===== config.mk =====
export PLATFORM = sky130hd
export DESIGN_NAME = apb_req_arbiter_flat
export DESIGN_NICKNAME = d
export VERILOG_FILES = /design/src/rtl/apb_req_arbiter_if.sv /design/src/rtl/apb_req_arbiter.sv /design/src/flat_wrapper.sv
export SDC_FILE = /design/constraint.sdc
export NUM_CORES = 1
export LEC_CHECK = 0
export ABC_AREA = 1
export BUFFER_PORTS_ARGS = -buffer_cell sky130_fd_sc_hd__buf_2
export CORE_ASPECT_RATIO = 0.5
export CORE_UTILIZATION = 35
export DETAILED_ROUTE_END_ITERATION = 8
export SYNTH_ARGS = -nofsm -noshare
export SYNTH_HDL_FRONTEND = slang
export SYNTH_SLANG_ARGS = --single-unit

===== constraint.sdc =====
create_clock -name i_clk -period 15 [get_ports i_clk]
set_input_delay 3 -clock i_clk [delete_from_list [all_inputs] [get_ports i_clk]]
set_output_delay 3 -clock i_clk [all_outputs]
set_load 0.01 [all_outputs]

===== src/rtl/apb_req_arbiter_if.sv =====
// Request/response bundle between the front-end requesters, the arbiter
// and the shared backend register bank.
interface apb_req_arbiter_if #(
  parameter int unsigned nreq = 4
);
  logic [nreq-1:0]    i_req_valid;
  logic [nreq*32-1:0] i_req_addr;
  logic [nreq-1:0]    i_req_write;
  logic [nreq*32-1:0] i_req_wdata;
  logic [nreq-1:0]    o_resp_valid;
  logic [31:0]        o_resp_rdata;
  logic               o_resp_err;
  logic               o_req_valid;
  logic [31:0]        o_req_addr;
  logic               o_req_write;
  logic [31:0]        o_req_wdata;
  logic               i_resp_valid;
  logic [31:0]        i_resp_rdata;
  logic               i_resp_err;
  logic               o_busy;
  logic               o_timeout;

  // Arbiter side.
  modport slave (
    input  i_req_valid, i_req_addr, i_req_write, i_req_wdata,
    input  i_resp_valid, i_resp_rdata, i_resp_err,
    output o_resp_valid, o_resp_rdata, o_resp_err,
    output o_req_valid, o_req_addr, o_req_write, o_req_wdata,
    output o_busy, o_timeout
  );

  // Environment side (requesters plus backend).
  modport master (
    output i_req_valid, i_req_addr, i_req_write, i_req_wdata,
    output i_resp_valid, i_resp_rdata, i_resp_err,
    input  o_resp_valid, o_resp_rdata, o_resp_err,
    input  o_req_valid, o_req_addr, o_req_write, o_req_wdata,
    input  o_busy, o_timeout
  );
endinterface


===== src/rtl/apb_req_arbiter.sv =====
// apb_req_arbiter: shares one backend request/response channel between nreq
// one-shot requesters. Requests are latched into per-port slots, served one
// at a time in round-robin order, and each response is routed back to its
// owner; a silent backend produces a forced error response.
module apb_req_arbiter #(
  parameter int unsigned nreq           = 4,
  parameter int unsigned timeout_cycles = 255
) (
  input  logic             i_clk,
  input  logic             i_rst,
  apb_req_arbiter_if.slave bus
);

  localparam int unsigned GW = (nreq > 1) ? $clog2(nreq) : 1;
  localparam int unsigned CW = (timeout_cycles > 0) ? $clog2(timeout_cycles + 1) : 1;
  localparam logic [CW-1:0] CNT_MAX  = '1;
  localparam logic [CW-1:0] CNT_LAST = (timeout_cycles > 0) ? CW'(timeout_cycles - 1) : '0;

  typedef enum logic {IDLE, WAIT_RESP} state_t;

  state_t          state, state_next;
  logic [nreq-1:0] pend;
  logic [31:0]     slot_addr  [nreq];
  logic [31:0]     slot_wdata [nreq];
  logic [nreq-1:0] slot_write;
  logic [GW-1:0]   grant, last_grant, pick, idx;
  logic            pick_found;
  logic [CW-1:0]   cnt;
  logic            resp_hit, timeout_hit, release_en;

  logic            req_valid_d, req_write_d, resp_err_d, timeout_d;
  logic [31:0]     req_addr_d, req_wdata_d, resp_rdata_d;
  logic [nreq-1:0] resp_valid_d;

  assign resp_hit    = (state == WAIT_RESP) && bus.i_resp_valid;
  assign timeout_hit = (state == WAIT_RESP) && !bus.i_resp_valid &&
                       (timeout_cycles != 0) && (cnt == CNT_LAST);
  assign release_en  = resp_hit || timeout_hit;
  assign bus.o_busy  = (state == WAIT_RESP);

  // Round-robin search: first pending port after the last one served.
  always_comb begin
    pick       = '0;
    pick_found = 1'b0;
    idx        = '0;
    for (int unsigned i = 1; i <= nreq; i++) begin
      idx = GW'((32'(last_grant) + i) % nreq);
      if (!pick_found && pend[idx]) begin
        pick       = idx;
        pick_found = 1'b1;
      end
    end
  end

  // State register.
  always_ff @(posedge i_clk) begin
    if (i_rst) state <= IDLE;
    else       state <= state_next;
  end

  // Next-state: grant when anything is pending, return on response or timeout.
  always_comb begin
    state_next = state;
    case (state)
      IDLE:      if (pick_found) state_next = WAIT_RESP;
      WAIT_RESP: if (release_en) state_next = IDLE;
      default:   state_next = IDLE;
    endcase
  end

  // Output decode: next values of the registered outputs; fields hold otherwise.
  always_comb begin
    req_valid_d  = 1'b0;
    req_addr_d   = bus.o_req_addr;
    req_write_d  = bus.o_req_write;
    req_wdata_d  = bus.o_req_wdata;
    resp_valid_d = '0;
    resp_rdata_d = bus.o_resp_rdata;
    resp_err_d   = bus.o_resp_err;
    timeout_d    = 1'b0;
    if (state == IDLE && pick_found) begin
      req_valid_d = 1'b1;
      req_addr_d  = slot_addr[pick];
      req_write_d = slot_write[pick];
      req_wdata_d = slot_wdata[pick];
    end
    if (release_en) begin
      resp_valid_d[grant] = 1'b1;
      resp_rdata_d        = resp_hit ? bus.i_resp_rdata : '0;
      resp_err_d          = resp_hit ? bus.i_resp_err : 1'b1;
      timeout_d           = timeout_hit;
    end
  end

  // Slots, grant bookkeeping, timeout counter and registered outputs.
  always_ff @(posedge i_clk) begin
    if (i_rst) begin
      pend             <= '0;
      grant            <= '0;
      last_grant       <= GW'(nreq - 1);
      cnt              <= '0;
      bus.o_req_valid  <= 1'b0;
      bus.o_req_addr   <= '0;
      bus.o_req_write  <= 1'b0;
      bus.o_req_wdata  <= '0;
      bus.o_resp_valid <= '0;
      bus.o_resp_rdata <= '0;
      bus.o_resp_err   <= 1'b0;
      bus.o_timeout    <= 1'b0;
    end else begin
      // A slot being released this cycle can accept its owner's next request.
      for (int unsigned k = 0; k < nreq; k++) begin
        if (bus.i_req_valid[k] && (!pend[k] || (release_en && grant == GW'(k)))) begin
          pend[k]       <= 1'b1;
          slot_addr[k]  <= bus.i_req_addr[32*k +: 32];
          slot_write[k] <= bus.i_req_write[k];
          slot_wdata[k] <= bus.i_req_wdata[32*k +: 32];
        end else if (release_en && grant == GW'(k)) begin
          pend[k] <= 1'b0;
        end
      end
      if (state == IDLE && pick_found) begin
        grant <= pick;
        cnt   <= '0;
      end else if (state == WAIT_RESP && cnt != CNT_MAX) begin
        cnt <= cnt + 1'b1;
      end
      if (release_en) last_grant <= grant;
      bus.o_req_valid  <= req_valid_d;
      bus.o_req_addr   <= req_addr_d;
      bus.o_req_write  <= req_write_d;
      bus.o_req_wdata  <= req_wdata_d;
      bus.o_resp_valid <= resp_valid_d;
      bus.o_resp_rdata <= resp_rdata_d;
      bus.o_resp_err   <= resp_err_d;
      bus.o_timeout    <= timeout_d;
    end
  end

endmodule


===== src/flat_wrapper.sv =====
// flat-port wrapper written by rule: the top's interface ports become plain ports
module apb_req_arbiter_flat 
#(
  parameter int unsigned nreq           = 4,
  parameter int unsigned timeout_cycles = 255
)
  (i_clk, i_rst, bus_i_req_valid, bus_i_req_addr, bus_i_req_write, bus_i_req_wdata, bus_i_resp_valid, bus_i_resp_rdata, bus_i_resp_err, bus_o_resp_valid, bus_o_resp_rdata, bus_o_resp_err, bus_o_req_valid, bus_o_req_addr, bus_o_req_write, bus_o_req_wdata, bus_o_busy, bus_o_timeout);
  apb_req_arbiter_if #(.nreq(nreq)) bus_i ();
  input  logic i_clk;
  input  logic i_rst;
  input wire logic [$bits(bus_i.i_req_valid)-1:0] bus_i_req_valid;
  input wire logic [$bits(bus_i.i_req_addr)-1:0] bus_i_req_addr;
  input wire logic [$bits(bus_i.i_req_write)-1:0] bus_i_req_write;
  input wire logic [$bits(bus_i.i_req_wdata)-1:0] bus_i_req_wdata;
  input wire logic [$bits(bus_i.i_resp_valid)-1:0] bus_i_resp_valid;
  input wire logic [$bits(bus_i.i_resp_rdata)-1:0] bus_i_resp_rdata;
  input wire logic [$bits(bus_i.i_resp_err)-1:0] bus_i_resp_err;
  output wire logic [$bits(bus_i.o_resp_valid)-1:0] bus_o_resp_valid;
  output wire logic [$bits(bus_i.o_resp_rdata)-1:0] bus_o_resp_rdata;
  output wire logic [$bits(bus_i.o_resp_err)-1:0] bus_o_resp_err;
  output wire logic [$bits(bus_i.o_req_valid)-1:0] bus_o_req_valid;
  output wire logic [$bits(bus_i.o_req_addr)-1:0] bus_o_req_addr;
  output wire logic [$bits(bus_i.o_req_write)-1:0] bus_o_req_write;
  output wire logic [$bits(bus_i.o_req_wdata)-1:0] bus_o_req_wdata;
  output wire logic [$bits(bus_i.o_busy)-1:0] bus_o_busy;
  output wire logic [$bits(bus_i.o_timeout)-1:0] bus_o_timeout;
  assign bus_i.i_req_valid = bus_i_req_valid;
  assign bus_i.i_req_addr = bus_i_req_addr;
  assign bus_i.i_req_write = bus_i_req_write;
  assign bus_i.i_req_wdata = bus_i_req_wdata;
  assign bus_i.i_resp_valid = bus_i_resp_valid;
  assign bus_i.i_resp_rdata = bus_i_resp_rdata;
  assign bus_i.i_resp_err = bus_i_resp_err;
  assign bus_o_resp_valid = bus_i.o_resp_valid;
  assign bus_o_resp_rdata = bus_i.o_resp_rdata;
  assign bus_o_resp_err = bus_i.o_resp_err;
  assign bus_o_req_valid = bus_i.o_req_valid;
  assign bus_o_req_addr = bus_i.o_req_addr;
  assign bus_o_req_write = bus_i.o_req_write;
  assign bus_o_req_wdata = bus_i.o_req_wdata;
  assign bus_o_busy = bus_i.o_busy;
  assign bus_o_timeout = bus_i.o_timeout;
  apb_req_arbiter #(.nreq(nreq), .timeout_cycles(timeout_cycles)) u_core (.i_clk(i_clk), .i_rst(i_rst), .bus(bus_i));
endmodule

==> flow_summary.json, run 1 <==
{
  "period_minus_slack_ns": 5.46,
  "multi_input_area_mm2": 0.00359,
  "power.density_cell_area_mw_per_mm2": 186,
  "critical_register_to_register_path_startpoint": "u_core.last_grant[1]",
  "finalCritPeriodShare": 0.364,
  "std_cell_rows": 52,
  "grtUsageMet3": 0.0329,
  "clk_root_buffer_cell": "clkbuf_16",
  "synth_cells": 1231,
  "numPortBuffers": 404,
  "clk_path_buf_depth": 3,
  "detail-route-antenna-nets": 0,
  "ys_types": 32,
  "global_route.usage.total": 0.197,
  "grt_pass1_wl_um": 62500,
  "vdd_ir_drop_max_v": 0.000174,
  "finalNonFillerCells": 2180,
  "first_pass_iters": 7,
  "crit_path_max_fanout": 46,
  "global_route.usage.met1": 0.240,
  "source_of_the_worst_hold_timing_path": "u_core.bus.o_req_wdata[5]",
  "reg2reg_depth": 15,
  "met2_use_gr": 0.353,
  "tritoncts": "done",
  "failed_checks": "DRC",
  "synth_area_leaders": "edfxtp_1 54%, dfxtp_1 17%, nand3_1 12%",
  "status": "complete, but fails checks",
  "fill_cells": 3797,
  "synth_top_cell_area_share": 0.544,
  "netlist.top_cell.by_area": "edfxtp_1",
  "final-setup-viol-count": 0,
  "r2r_setup_slack_ns": 11.08,
  "clk_latency_ns": 0.53,
  "leakage_nw": 7.55,
  "placed_cells_incl_taps": 2103,
  "hold_path_class": "flip-flop to flip-flop",
  "post_synthesis_to_final_layout_area_growth_pct": 24.7,
  "grt_antenna_before_repair": 11,
  "postPlaceCellArea_mm2": 0.0167,
  "worst_pin_slew_ns": 1.19,
  "remaining_drc_errors": 6,
  "maximum_number_of_pins_on_one_net_before_global_route_repair": 79,
  "ctsResizeCount": 0,
  "io-pin-count": 405,
  "vias_in_the_first_global_route": 10000,
  "gpl.final_weighted_congestion": 0.846,
  "avgSynthCellArea_um2": 11.7,
  "yosys_register_bits": 381,
  "report.final.slew_viol_count": 0,
  "cp.arrival_ns": 5.92,
  "core_area_mm2": 0.0404,
  "cts_num_sinks": 381,
  "cts_post_setup_buffers_inserted": 0,
  "register_area_mm2": 0.0102,
  "worstPathRequired_ns": 15.47,
  "detail_route.wirelength_um": 42700,
  "finalHoldViolations": 0,
  "avgRoutedWirePerCell_um": 19.6,
  "final_core_util": 0.443,
  "cts_hold_buffers": 0,
  "routed-via-count": 10600,
  "unrepaired_setup_endpoints_after_global_routing": "false",
  "worstSetupPathType": "input port to flip-flop",
  "synth.cell_area_mm2": 0.0143,
  "final_net_count": 1904,
  "synth_edf_count": 260,
  "detail_route.vias_per_cell": 4.88,
  "r2r-end": "u_core.bus.o_req_wdata[30]",
  "grt.overflow.total": 0,
  "dp_hpwl_um": 27500,
  "ys.flop_type": "edfxtp_1",
  "setup.worst_path.start_class": "input port",
  "detailedRoute.firstIterationViolations": 871,
  "fp.dieW_um": 288,
  "synth.net_count": 1533,
  "place_worst_setup_slack_ns": 9.02,
  "start_util": 0.355,
  "synth.top_cells.by_count": "333 x nand3_1, 315 x nand2_1, 260 x edfxtp_1, 121 x dfxtp_1, 47 x buf_2",
  "maxCapViolations": 0,
  "cts_buffer_count": 37,
  "drive_gt1_frac": 0.303,
  "die_h_um": 145,
  "slew_headroom": 0.207,
  "path_clk_slew_ns": 0.06,
  "achievable-frequency_mhz": 183,
  "worst_setup_end_kind": "flip-flop",
  "yosys.cell_count.top_type": "nand3_1",
  "grt_most_used_layer": "met2",
  "hold-path-cell-count": 2,
  "synth_seq_area_share": 0.713,
  "die_area_mm2": 0.0419,
  "h-tree-depth": 2,
  "setup_ws_ns": 9.54,
  "whs_endpoint": "u_core.bus.o_req_wdata[5]",
  "asyncSetResetFlopFracSynth": 0,
  "setup-tns-final_ns": 0,
  "post-route-cell-area_mm2": 0.0179,
  "finClkSkew_ns": 0.0134,
  "yosysWarnings": 0
}
==> flip-flops by register name, summed over array words and instances, names as in the netlist, 2 cells and up <==
| register | cells |
|---|---|
| u_core.bus.o_resp_valid | 4 |
| u_core.grant | 2 |
| u_core.slot_wdata | 128 |
| u_core.bus.o_req_wdata | 32 |
| u_core.cnt | 8 |
| u_core.bus.o_req_addr | 32 |
| u_core.slot_addr | 128 |
| u_core.pend | 4 |
| u_core.slot_write | 4 |
| u_core.last_grant | 2 |
| u_core.bus.o_resp_rdata | 32 |
==> cells by family after synthesis <==
family / Yosys count / synth area share
AO/OA/AOI/OAI: 49 / 0.0291
flip-flops: 381 / 0.713
adder cells (fa/ha/maj): 2 / 0.00174
XOR/XNOR: 6 / 0.00366
buffers and inverters: 107 / 0.0399
AND/OR/NAND/NOR: 686 / 0.213
==> area by class of cell <==
| type | count | area share |
|---|---|---|
| Timing Repair Buffer | 416 | 0.118 |
| Clock inverter | 23 | 0.00951 |
| Tap cell | 540 | 0.0377 |
| Clock buffer | 45 | 0.0563 |
| Inverter | 23 | 0.00496 |
| Antenna cell | 9 | 0.00126 |
| Multi-Input combinational cell | 743 | 0.201 |
| Sequential cell | 381 | 0.572 |
==> cells in the final DEF, fill, tap and decap left out, types with 5 or more instances in the layout <==
cell       instances
a32o_1            32
diode_2            9
clkinv_1           7
nand3_1          333
clkbuf_1           5
buf_4             12
edfxtp_1         260
a21oi_1            6
nor3_1             5
nand2_1          315
dfxtp_1          121
clkbuf_16         39
o21ai_0            6
clkinv_2           9
xor2_1             5
buf_2            404
nor2_1            14
inv_1             18
==> how the worst max path moves through the flow <==
stage	from	slack, ns	end	cells after the start
floorplan	bus_i_resp_valid	8.11	u_core.slot_addr[1][0]	7
global placement	i_rst	9.07	u_core.bus.o_req_addr[4]	7
detailed placement	i_rst	9.02	u_core.bus.o_req_addr[9]	7
CTS	i_rst	9.57	u_core.bus.o_req_addr[11]	7
global route	i_rst	9.26	u_core.bus.o_req_addr[8]	7
finish	i_rst	9.54	u_core.bus.o_req_addr[9]	7
==> layer usage <==
metal  share of wire  vias to the layer above
li1                -                     5119
met1            0.40                     5174
met2            0.54                      275
met3           0.042                       62
met4           0.023                        4
met5         0.00051                        -
==> metrics by stage <==
step	power [mW]	hold slack [ns]
6_report	3.33	0.447
2_1_floorplan	2.13	0.448
3_3_place_gp	2.44	0.436
5_1_grt	3.53	0.461
3_5_place_dp	2.45	0.434
4_1_cts	3.37	0.450
==> report_power, final <==
part           total, mW  internal, mW  switching (mW)
logic               1.11         0.329           0.785
clock network      0.920         0.516           0.405
registers           1.30          1.25          0.0511
==> worst max-delay path, cell delays in order <==
cell,delay (ns)
buf_2,0.20
inv_1,0.89
nand2_1,0.51
inv_2,0.46
buf_4,0.57
nand2_1,0.12
nand2_1,0.09
Power figures use the tool's default switching activity.
==> run 2: changes to the inputs <==
Clock period 15 ns to 5.4 ns, I/O delays scaled along.
==> run 2 against run 1 <==
The run still ends with DRC left. Global-route usage up 0.22 points. Total power rose to 2.8 times the previous value. Non-clock buffer count up 4. Clock skew up 0.0026 ns. Critical endpoint is now u_core.bus.o_req_addr[1]. Highest routed layer is now met4. Largest cell class unchanged. Routed wire length down 0.51%. Setup slack worse by 7.6 ns. Count of clock-buffer cells in the layout up 5. Hold slack about the same. Critical path depth up 7. Utilization up 0.39 points.
==> flow_summary.json, run 2 (synthesis gave the netlist of run 1 again) <==
{
  "core_area_mm2": 0.0404,
  "gpl.final_weighted_congestion": 0.845,
  "slew_headroom": 0.313,
  "post-layout-total-power_mw": 9.40,
  "unrepaired_setup_endpoints_after_global_routing": "false",
  "worstPathRequired_ns": 5.82,
  "die_area_mm2": 0.0419,
  "worst_pin_slew_ns": 1.03,
  "cts_hold_buffers": 0,
  "worst_hold_slack_ns": 0.447,
  "path_clk_slew_ns": 0.06,
  "avgRoutedWirePerCell_um": 19.4,
  "critPathSlowestCell": "nand2_4",
  "failed_checks": "DRC",
  "std_cell_rows": 52,
  "h-tree-depth": 2,
  "top_cell_family_by_delay_on_the_critical_path": "simple AND/OR/NAND/NOR gates",
  "vias_in_the_first_global_route": 10100,
  "start_util": 0.355,
  "largest_registers": "u_core.slot_addr: 128 flops, u_core.slot_wdata: 128 flops",
  "achievable-frequency_mhz": 291,
  "final-setup-viol-count": 0,
  "drive_gt1_frac": 0.306,
  "worstPathBufferInverterCount": 2,
  "ctsResizeCount": 0,
  "remaining_drc_errors": 6,
  "list_of_cells_traversed_by_the_critical_path": "inv_2, nand2_1, nand2_2, nand2_2, nand2_1, nor2_2, nand3_2, nand2_4, nand2_4, buf_12, nand2_1, nand3_1, nand3_1, nand2_1",
  "layout_common_cells": "404 x buf_2, 333 x nand3_1, 315 x nand2_1, 260 x edfxtp_1, 121 x dfxtp_1",
  "setup.worst_path.start_class": "flip-flop",
  "final_core_util": 0.447,
  "detail-route-antenna-nets": 0,
  "crit_path_max_fanout": 67,
  "vdd_ir_drop_max_v": 0.000299,
  "fp.dieW_um": 288,
  "grt_antenna_before_repair": 15,
  "worstSetupPathType": "flip-flop to flip-flop",
  "post_synthesis_to_final_layout_area_growth_pct": 25.9,
  "cts_num_sinks": 381,
  "first_pass_iters": 7,
  "maxCapViolations": 0,
  "grt_pass1_wl_um": 62800,
  "detail_route.wirelength_um": 42500,
  "global_route.usage.total": 0.200,
  "multi_input_area_mm2": 0.00359,
  "finalCritPeriodShare": 0.636,
  "cts_post_setup_buffers_inserted": 0,
  "maximum_number_of_pins_on_one_net_before_global_route_repair": 82,
  "crit_path_max_incr_delay_ns": 0.63,
  "finalHoldViolations": 0,
  "leakage_nw": 7.61,
  "setup-tns-final_ns": 0,
  "report.final.slew_viol_count": 0,
  "grt.overflow.total": 0,
  "clk_latency_ns": 0.53,
  "finClkSkew_ns": 0.0160,
  "r2r_setup_slack_ns": 1.97,
  "power.density_cell_area_mw_per_mm2": 521,
  "worst_setup_end_kind": "flip-flop",
  "cts_buffer_count": 38,
  "register_area_mm2": 0.0102,
  "detail_route.vias_per_cell": 4.84,
  "numPortBuffers": 404,
  "fill_cells": 3764,
  "tritoncts": "done",
  "clk_path_buf_depth": 3,
  "cp.arrival_ns": 3.85,
  "clk_root_buffer_cell": "clkbuf_16",
  "routed-via-count": 10600,
  "final_common_cell": "buf_2",
  "io-pin-count": 405,
  "dp_hpwl_um": 27700,
  "final_net_count": 1909,
  "die_h_um": 145,
  "period_minus_slack_ns": 3.43,
  "status": "complete, but fails checks",
  "critPathMostFrequentCell": "nand2_1",
  "detailedRoute.firstIterationViolations": 776,
  "hold_path_class": "flip-flop to flip-flop"
}
==> run 2: cell types whose count changed in the layout (fill, tap and decap cells not counted), sizes merged <==
cell      change
clkinvlp      +1
clkinv        -7
buf           +4
diode         +6
clkbuf        +5
bufinv        +2
==> run 2: per-layer routing <==
metal	wire, um	vias to the layer above	track usage
li1	-	5139	-
met4	1200	0	0.0794
met2	22500	278	0.348
met5	0	-	0
met3	1650	67	0.0267
met1	17200	5122	0.249
==> run 2: cell type report <==
cell class / instances / share of cell area
Sequential cell: 381 / 0.567
Multi-Input combinational cell: 743 / 0.199
Timing Repair Buffer: 420 / 0.120
Clock buffer: 50 / 0.0586
Tap cell: 540 / 0.0374
Clock inverter: 19 / 0.0116
Inverter: 23 / 0.00492
Antenna cell: 15 / 0.00208
==> run 2: metrics by stage <==
step	instances	worst slack, ns	instance area (um2)
floorplan	1231	0.428	14300
global placement	2107	1.82	16800
detailed placement	2107	1.78	16800
CTS	2176	2.01	18000
global route	2191	1.66	18100
finish	2191	1.97	18100
==> run 2: power breakdown <==
group          internal, mW  switching (mW)
clock network          1.58            1.13
registers              3.46           0.138
logic                 0.937            2.16
total                  5.98            3.42
==> run 2: worst min-delay path: stages (launching register included) <==
cell	delay [ns]
dfxtp_1	0.31
nand2_1	0.06
nand2_1	0.04
==> run 2: path summary, 6_finish.rpt <==
kind,from,to,cells after the start
worst max register to register,u_core.last_grant[1],u_core.bus.o_req_addr[1],14
worst min-delay path,u_core.bus.o_req_addr[3],u_core.bus.o_req_addr[3],2
worst max-delay path,u_core.last_grant[1],u_core.bus.o_req_addr[1],14
worst min register to register,u_core.bus.o_req_addr[3],u_core.bus.o_req_addr[3],2
